$ cat src/rtl/sync_demux.sv
// Clocked 1-to-N demultiplexer: one input stream is steered by select into per-lane
// single-entry holding registers, each drained through its own valid/ready handshake.
module sync_demux #(
    parameter int WIDTH    = 8,
    parameter int CHANNELS = 4,
    parameter int SEL_BITS = 2
) (
    input  logic                      clk,
    input  logic                      rst,
    input  logic [WIDTH-1:0]          in_data,
    input  logic [SEL_BITS-1:0]       select,
    input  logic                      in_valid,
    output logic                      in_ready,
    output logic [CHANNELS*WIDTH-1:0] outputs,
    output logic [CHANNELS-1:0]       out_valid,
    input  logic [CHANNELS-1:0]       out_ready,
    output logic                      sel_err
);

    localparam int NSEL = 1 << SEL_BITS;

    typedef enum logic {
        EMPTY = 1'b0,
        FULL  = 1'b1
    } lane_state_t;

    logic                sel_ok;
    logic [NSEL-1:0]     lane_free;
    logic [CHANNELS-1:0] accept;
    logic                sel_err_reg;

    assign sel_ok = ({1'b0, select} < (SEL_BITS + 1)'(CHANNELS));

    // Unused select codes map to "not free"; in_ready ignores them via sel_ok anyway.
    generate
        for (genvar gi = 0; gi < NSEL; gi++) begin : g_free
            if (gi < CHANNELS) begin : g_real
                assign lane_free[gi] = !out_valid[gi] | out_ready[gi];
            end else begin : g_pad
                assign lane_free[gi] = 1'b0;
            end
        end
    endgenerate

    // Out-of-range words are always consumed so a bad select can never stall the source.
    assign in_ready = sel_ok ? lane_free[select] : 1'b1;

    generate
        for (genvar gi = 0; gi < CHANNELS; gi++) begin : g_lane
            lane_state_t      state_reg;
            logic [WIDTH-1:0] data_reg;

            assign accept[gi] = in_valid & in_ready & (select == SEL_BITS'(gi));

            always_ff @(posedge clk) begin
                if (rst) begin
                    state_reg <= EMPTY;
                    data_reg  <= '0;
                end else begin
                    case (state_reg)
                        EMPTY: begin
                            if (accept[gi]) begin
                                state_reg <= FULL;
                                data_reg  <= in_data;
                            end
                        end
                        FULL: begin
                            if (accept[gi]) begin
                                data_reg <= in_data;
                            end else if (out_ready[gi]) begin
                                state_reg <= EMPTY;
                            end
                        end
                        default: state_reg <= EMPTY;
                    endcase
                end
            end

            assign out_valid[gi]                = (state_reg == FULL);
            assign outputs[gi*WIDTH +: WIDTH]   = data_reg;
        end
    endgenerate

    always_ff @(posedge clk) begin
        if (rst) begin
            sel_err_reg <= 1'b0;
        end else begin
            sel_err_reg <= in_valid & !sel_ok;
        end
    end

    assign sel_err = sel_err_reg;

endmodule

$ cat config.mk
export PLATFORM = sky130hd
export DESIGN_NAME = sync_demux
export DESIGN_NICKNAME = d
export VERILOG_FILES = /design/src/rtl/sync_demux.sv
export SDC_FILE = /design/constraint.sdc
export NUM_CORES = 1
export LEC_CHECK = 0
export CAP_MARGIN = 10
export CORE_ASPECT_RATIO = 0.6
export CORE_MARGIN = 2
export CORE_UTILIZATION = 40
export DETAILED_ROUTE_END_ITERATION = 10
export PLACE_DENSITY = 0.75
export SLEW_MARGIN = 40
export SYNTH_ARGS = -nofsm -noshare
export SYNTH_HDL_FRONTEND = slang
export SYNTH_SLANG_ARGS = --single-unit
export TNS_END_PERCENT = 30
$ cat constraint.sdc
create_clock -name clk -period 1.1 [get_ports clk]
set_input_delay 0.22 -clock clk [delete_from_list [all_inputs] [get_ports clk]]
set_output_delay 0.22 -clock clk [all_outputs]
set_load 0.01 [all_outputs]
# == Yosys cells after proc, flatten, opt, wreduce, memory -nomap -nowiden ==
# Index checks and enable logic that the tools add are counted.
# totals
in_bits,17
ff_bits,36
# classes
muxes,22
eq_ne,3
n_reduce_logical,5
n_bitwise,13
order_cmp,1
# ops
op,n
8-bit two-way mux,4
1-bit two-way mux,13
1-bit one-hot mux with 2 select lines,4
1-bit bitwise AND,5
"2-bit == test, second input constant",2
1-bit logical NOT,4
1-bit NOT,4
1-bit OR,4
"2-bit by 3-bit < comparator with 1-bit output, second input constant",1
1-bit binary-select mux with 2-bit select,1
"2-bit by 1-bit == test with 1-bit output, second input constant",1
2-bit logical NOT,1

# == Longest topological paths before layout ==
# Gate-level depths: netlist of run 1.
# depth
ltp_word,8
mapped_depth,4
depth_no_buf,3

# == Worst setup path after synthesis of run 1 ==
# OpenSTA, ideal clock, no wires.
# synth_path
path_kind,register to output
from,register g_lane[2].state_reg
to,output port in_ready
stages_incl_launch_ff,3
arrival_ps,932
n_path_buf,0
setup_slack_ps,-52
cell_sequence,dfxtp_1 > nand2b_1 > mux4_1
# synth_via
elab_chain_len,4
# synth_rtl
element,line_no,source
"start, declared",50,lane_state_t state_reg;
"start signal, assigned",57,state_reg <= EMPTY;
"start signal, assigned",63,state_reg <= FULL;
"start signal, assigned",71,state_reg <= EMPTY;
1-bit logical NOT,38,assign lane_free[gi] = !out_valid[gi] | out_ready[gi];
1-bit OR,38,
1-bit binary-select mux with 2-bit select,46,assign in_ready = sel_ok ? lane_free[select] : 1'b1;
1-bit two-way mux (implied by the code),46,
"end, declared",13,"output logic in_ready,"
# No other way between the ends. The select of a mux whose other input is x is not followed.

# == Final worst setup path of run 1 ==
# layout_path
from,register g_lane[3].state_reg
to,output port in_ready
# layout_via
elab_chain_len,4
# layout_rtl
element,line_no
"start, declared",50
"start signal, assigned",57
"start signal, assigned",63
"start signal, assigned",71
1-bit logical NOT,38
1-bit OR,38
1-bit binary-select mux with 2-bit select,46
1-bit two-way mux (implied by the code),46
# No other way between the ends. The select of a mux whose other input is x is not followed.

==> results of run 1 <==
==> per-layer routing <==
| metal | vias to the layer above | wire length [µm] | GRT usage [%] |
|---|---|---|---|
| met2 | 37 | 1750 | 31.7 |
| met1 | 545 | 1730 | 21.5 |
| li1 | 605 | - | - |
| met3 | 2 | 242 | 6.19 |
| met5 | - | 0 | 0 |
| met4 | 0 | 28 | 4.57 |
==> critical path, stage by stage (launching register included) <==
cell      delay, ns
dfxtp_4        0.36
nand2b_4       0.05
mux4_2         0.47
buf_6          0.14
==> cells in the mapped netlist (2+ instances only) <==
cell type / n
nand2b_1: 45
dfxtp_1: 36
mux2i_1: 32
buf_4: 5
a21oi_1: 4
clkbuf_1: 4
buf_2: 2
buf_6: 2
nor2b_1: 2
==> layout make-up <==
| type | instances | share of cell area, % |
|---|---|---|
| repair buffers | 80 | 28.4 |
| well taps | 47 | 2.50 |
| flip-flops and latches | 36 | 31.5 |
| multi-input cells | 92 | 33.5 |
| clock buffers | 7 | 4.10 |
==> power by group through the flow <==
stage / clock network (mW) / registers [mW] / logic [mW]
2_1_floorplan: 0 / 1.42 / 0.163
3_3_place_gp: 0 / 1.40 / 0.386
3_5_place_dp: 0 / 1.41 / 0.395
4_1_cts: 0.993 / 1.38 / 0.401
5_1_grt: 1.05 / 1.38 / 0.427
6_report: 0.961 / 1.38 / 0.397
==> worst paths after layout <==
| check | startpoint | slack (ns) | end |
|---|---|---|---|
| hold / removal | out_ready[0] | 0.44 | g_lane[0].state_reg$_SDFF_PP0_ |
| hold reg to reg | g_lane[0].data_reg[3]$_SDFFE_PP0P_ | 0.47 | g_lane[0].data_reg[3]$_SDFFE_PP0P_ |
| setup / recovery | g_lane[3].state_reg$_SDFF_PP0_ | -0.42 | in_ready |
| setup reg to reg | g_lane[3].state_reg$_SDFF_PP0_ | -0.20 | g_lane[3].data_reg[7]$_SDFFE_PP0P_ |
==> kinds of logic after synthesis <==
group	after synthesis	share of synthesized area [%]
and+or+nand+nor	54	23.0
buffers and inverters	13	5.57
AOI/OAI and AO/OA	4	1.31
other	1	0.245
DFF	36	47.2
muxes	33	22.7
==> metrics by stage <==
| step | instances | power (mW) | cell area [µm²] | utilization [%] |
|---|---|---|---|---|
| after CTS | 262 | 2.78 | 2430 | 66.5 |
| after detailed placement | 249 | 1.80 | 2210 | 60.3 |
| final | 262 | 2.73 | 2350 | 64.3 |
| after global routing | 262 | 2.86 | 2350 | 64.3 |
| after floorplan | 141 | 1.58 | 1530 | - |
| after global placement | 249 | 1.79 | 2210 | 60.3 |
==> repair_timing <==
action | in CTS | in global routing
resized for setup | 116 | 52
pin swaps | 3 | 4
setup endpoints to repair | 73 | 72
hold buffers | 0 | 0
buffers inserted | 7 | 8
==> metrics.txt, run 1 <==
status finished with violations; failing checks setup timing; Worst VDD drop 0.684 mV; Area Overhead vs Synth 53.9%; top-area cell type share of the netlist area 47.2%; wire per inst 14.3 µm; fraction of layout cells with a size suffix above 1 42.3%; synth unique cells 18; final worst slack -0.421 ns; Hold Fails Final Rpt 0; commonest non-fill, non-tap cell in the layout nand2b_1; largest net degree at the start of global routing 43; commonest cells after routing, fill and taps aside nand2b_1 (39), mux2i_1 (32), dfxtp_1 (28); Setup CP Type reg2out; initial core utilization 41.8%; global-route wire length before repair 6140 µm; period utilization 138%; Fin Hold WS 0.444 ns; number of clock sinks 36; syn avg cell area 10.8 µm²; Yosys top cell by area dfxtp_1; hold path depth 3; GRT Residual Overflow 0; routability cong. 0.731; PortBufs 53; Logic pwr share 14.5%; Syn Inst Count 141; vias 1,189; Net Sw Frac 22.0%; TritonCTS clock tree yes; Finish-stage setup viols 31; hpwl dp 2570 µm; crit path max fanout 2; initial antenna violation count 0; number of detailed-route iterations in the first pass 2; synthesized net count 158; total track usage 18.0%; Multi-input gate area 787 µm²; count of nets after finishing 232; P_leak 1.11 nW; max-slew violation count 0; CP endpoint kind primary output; #FFs+latches synth 36; ranking of synthesized cells by area dfxtp_1 (47%), mux2i_1 (21%), nand2b_1 (18%), buf_4 (2.5%), mux4_1 (1.7%); Die X 83.8 µm; Worst Hold Class in2reg; worst skew pair latency 0.28 ns; Synth Warn # 0; Reg area 741 µm²; asr flop ratio synth 0%; post-route ant nets 0; RSZ-0062 raised after global routing yes; CTS Buf Count 5; Clock Skew 0.00514 ns; final period demand of the worst path 1.52 ns; number of max-cap violations 0; Fin Setup TNS -3.74 ns; Synth Flop Type dfxtp_1; Cell Int Power 2.13 mW; CTS clock-pin slew for the worst setup and hold paths 0.07 ns; CTS H-Tree Depth 2; pre-CTS setup slack -0.865 ns; clock root buffer clkbuf_8; power per cell area 1160 nW/µm²; cells on worst reg2reg path 7; Startpoint Class flop; ANT cells 0; drt via density 4.54; net switching power 601 µW; Worst EP required 0.88 ns; die area 4350 µm²; Layout fillers 279; area of the core 3660 µm²; Seq/Total Area, Yosys 47.2%; clock share of power 35.2%; Post-Route WL 3740 µm; Chip Height 51.9 µm; number of global-route vias before repair 1,320; buffers from clock root to sink, at most 2; std cell rows 17; Largest register FFs 32; DR DRC count 0; Post-Syn Area 1530 µm²; DRT iter0 DRCs 9; Arrival @ worst endpoint 1.30 ns; I/O pin cnt 55; share of power burned in registers 50.3%; Fmax 657 MHz; number of flops mapped to enable cells by yosys 0
No activity file was read; power rests on OpenSTA's default activity.
==> run 2: changes to the inputs <==
SKIP_LAST_GASP = 1   (was unset)
==> metrics.txt, run 2 (synthesis gave the netlist of run 1 again) <==
CP max stage cell mux4_2; period utilization 138%; Worst VDD drop 0.674 mV; Hold Fails Final Rpt 0; Worst EP required 0.88 ns; Post-Layout Inst Area 2490 µm²; power per cell area 1100 nW/µm²; Hold Path Origin out_ready[2]; # hold bufs at CTS 0; std cell rows 17; CP peak stage delay 0.46 ns; Chip Height 51.9 µm; Startpoint Class flop; Fin Hold WS 0.441 ns; DRT iter0 DRCs 38; commonest non-fill, non-tap cell in the layout nand2b_1; status finished with violations; Finish-stage setup viols 29; CTS clock-pin slew for the worst setup and hold paths 0.07 ns; Layout fillers 269; I/O pin cnt 55; initial core utilization 41.8%; post-route ant nets 0; number of clock sinks 36; Die X 83.8 µm; count of nets after finishing 233; delay-heaviest family, CP multiplexers; vias 1,204; worst skew pair latency 0.28 ns; die area 4350 µm²; Fmax 659 MHz; hpwl dp 2570 µm; ANT cells 0; final worst slack -0.418 ns; CP endpoint kind primary output; Area Overhead vs Synth 63.1%; largest net degree at the start of global routing 43; R2R Setup Slk -0.25 ns; clock root buffer clkbuf_8; P_leak 1.38 nW; DR DRC count 0; Critical path origin g_lane[2].state_reg$_SDFF_PP0_; buffers from clock root to sink, at most 2; global-route wire length before repair 6130 µm; CP Depth 3; Worst setup endpoint in_ready; area of the core 3660 µm²; PortBufs 53; number of global-route vias before repair 1,327; commonest cells after routing, fill and taps aside nand2b_1 (39), mux2i_1 (32), dfxtp_1 (32); CTS H-Tree Depth 2; cells on worst reg2reg path 7; CTS Buf Count 5; Worst Hold Class in2reg; total track usage 17.9%; Post-Route WL 3660 µm; RR Startpoint g_lane[3].state_reg$_SDFF_PP0_; DP Area 2210 µm²; TritonCTS clock tree yes; Critical R2R Capture g_lane[3].data_reg[7]$_SDFFE_PP0P_; drt via density 4.58; fraction of layout cells with a size suffix above 1 28.7%; Clock Skew 0.00516 ns; routability cong. 0.731; failing checks setup timing; number of detailed-route iterations in the first pass 6; CP cell instances nand2b_4 > mux4_2 > buf_6; number of max-cap violations 0; RSZ-0062 raised after global routing yes; Buf+Inv Stages, Crit Path 1; GRT Residual Overflow 0; final period demand of the worst path 1.52 ns; Largest register FFs 32; Setup CP Type reg2out; initial antenna violation count 0; wire per inst 13.9 µm; max-slew violation count 0; crit path max fanout 2; Arrival @ worst endpoint 1.30 ns
-- run 2: cell types whose count changed in the layout (fill, tap and decap cells not counted), moves of 2 or more --
cell / before / now
dfxtp_1: 28 / 32
dfxtp_4: 4 / 2
dfxtp_2: 4 / 2
clkbuf_2: 25 / 0
dlymetal6s2s_1: 0 / 18
buf_4: 13 / 22
clkdlybuf4s15_1: 3 / 11
buf_6: 17 / 9
-- run 2: power by group --
group          switching, mW  total [mW]  internal (mW)
Clock                  0.402       0.959          0.557
Combinational          0.162       0.409          0.247
Sequential            0.0296        1.38           1.35
-- run 2: worst min path at each step --
stage,to,slack (ns),cells past startpoint
final,g_lane[2].state_reg$_SDFF_PP0_,0.44,4
after detailed placement,g_lane[0].data_reg[3]$_SDFFE_PP0P_,0.46,2
after floorplan,g_lane[1].state_reg$_SDFF_PP0_,0.41,2
after global routing,g_lane[0].state_reg$_SDFF_PP0_,0.46,3
after global placement,g_lane[3].data_reg[6]$_SDFFE_PP0P_,0.46,2
after CTS,g_lane[0].state_reg$_SDFF_PP0_,0.37,3
-- run 2: cell type report --
cell class / instances / area, µm² / share of cell area, %
Sequential cell: 36 / 731 / 29.3
Multi-Input combinational cell: 92 / 782 / 31.4
Clock buffer: 7 / 96.3 / 3.87
Timing Repair Buffer: 81 / 823 / 33.0
Tap cell: 47 / 58.8 / 2.36
-- run 2: layer usage --
metal  track usage (%)  wire length [µm]  vias up
met3              6.67               240        2
met5                 0                 0        -
li1                  -                 -      611
met1              21.2              1670      554
met4              4.57                25        0
met2              31.2              1730       37
-- run 2: timing repair --
action | in CTS | in global routing
setup buffers | 7 | 5
gates cloned | 0 | 0
setup endpoints to repair | 73 | 73
hold endpoints to repair | 0 | 0
gates resized for setup | 77 | 29
pin swaps | 0 | 3
-- run 2: worst min-delay path: cells and delay by family --
kind | cells | cell delay (ns)
and+or+nand+nor | 1 | 0.11
buffers and inverters | 2 | 0.29
AOI/OAI and AO/OA | 1 | 0.06
-- run 2: metrics by stage --
| stage | setup slack [ns] | setup TNS [ns] | instances | util [%] | power [mW] |
|---|---|---|---|---|---|
| final | -0.418 | -4.54 | 263 | 68.1 | 2.75 |
| after global routing | -0.451 | -6.52 | 263 | 68.1 | 2.87 |
| after CTS | -0.428 | -10.25 | 262 | 65.8 | 2.78 |
| after detailed placement | -0.865 | -16.67 | 249 | 60.3 | 1.80 |
| after global placement | -0.843 | -15.33 | 249 | 60.3 | 1.79 |
| after floorplan | -0.000331 | -0.000662 | 141 | - | 1.58 |
==> run 3: changes to the inputs <==
CAP_MARGIN = unset   (was 10)
==> results of run 3 <==
Final layout, timing and power as in run 2 (identical DEF).
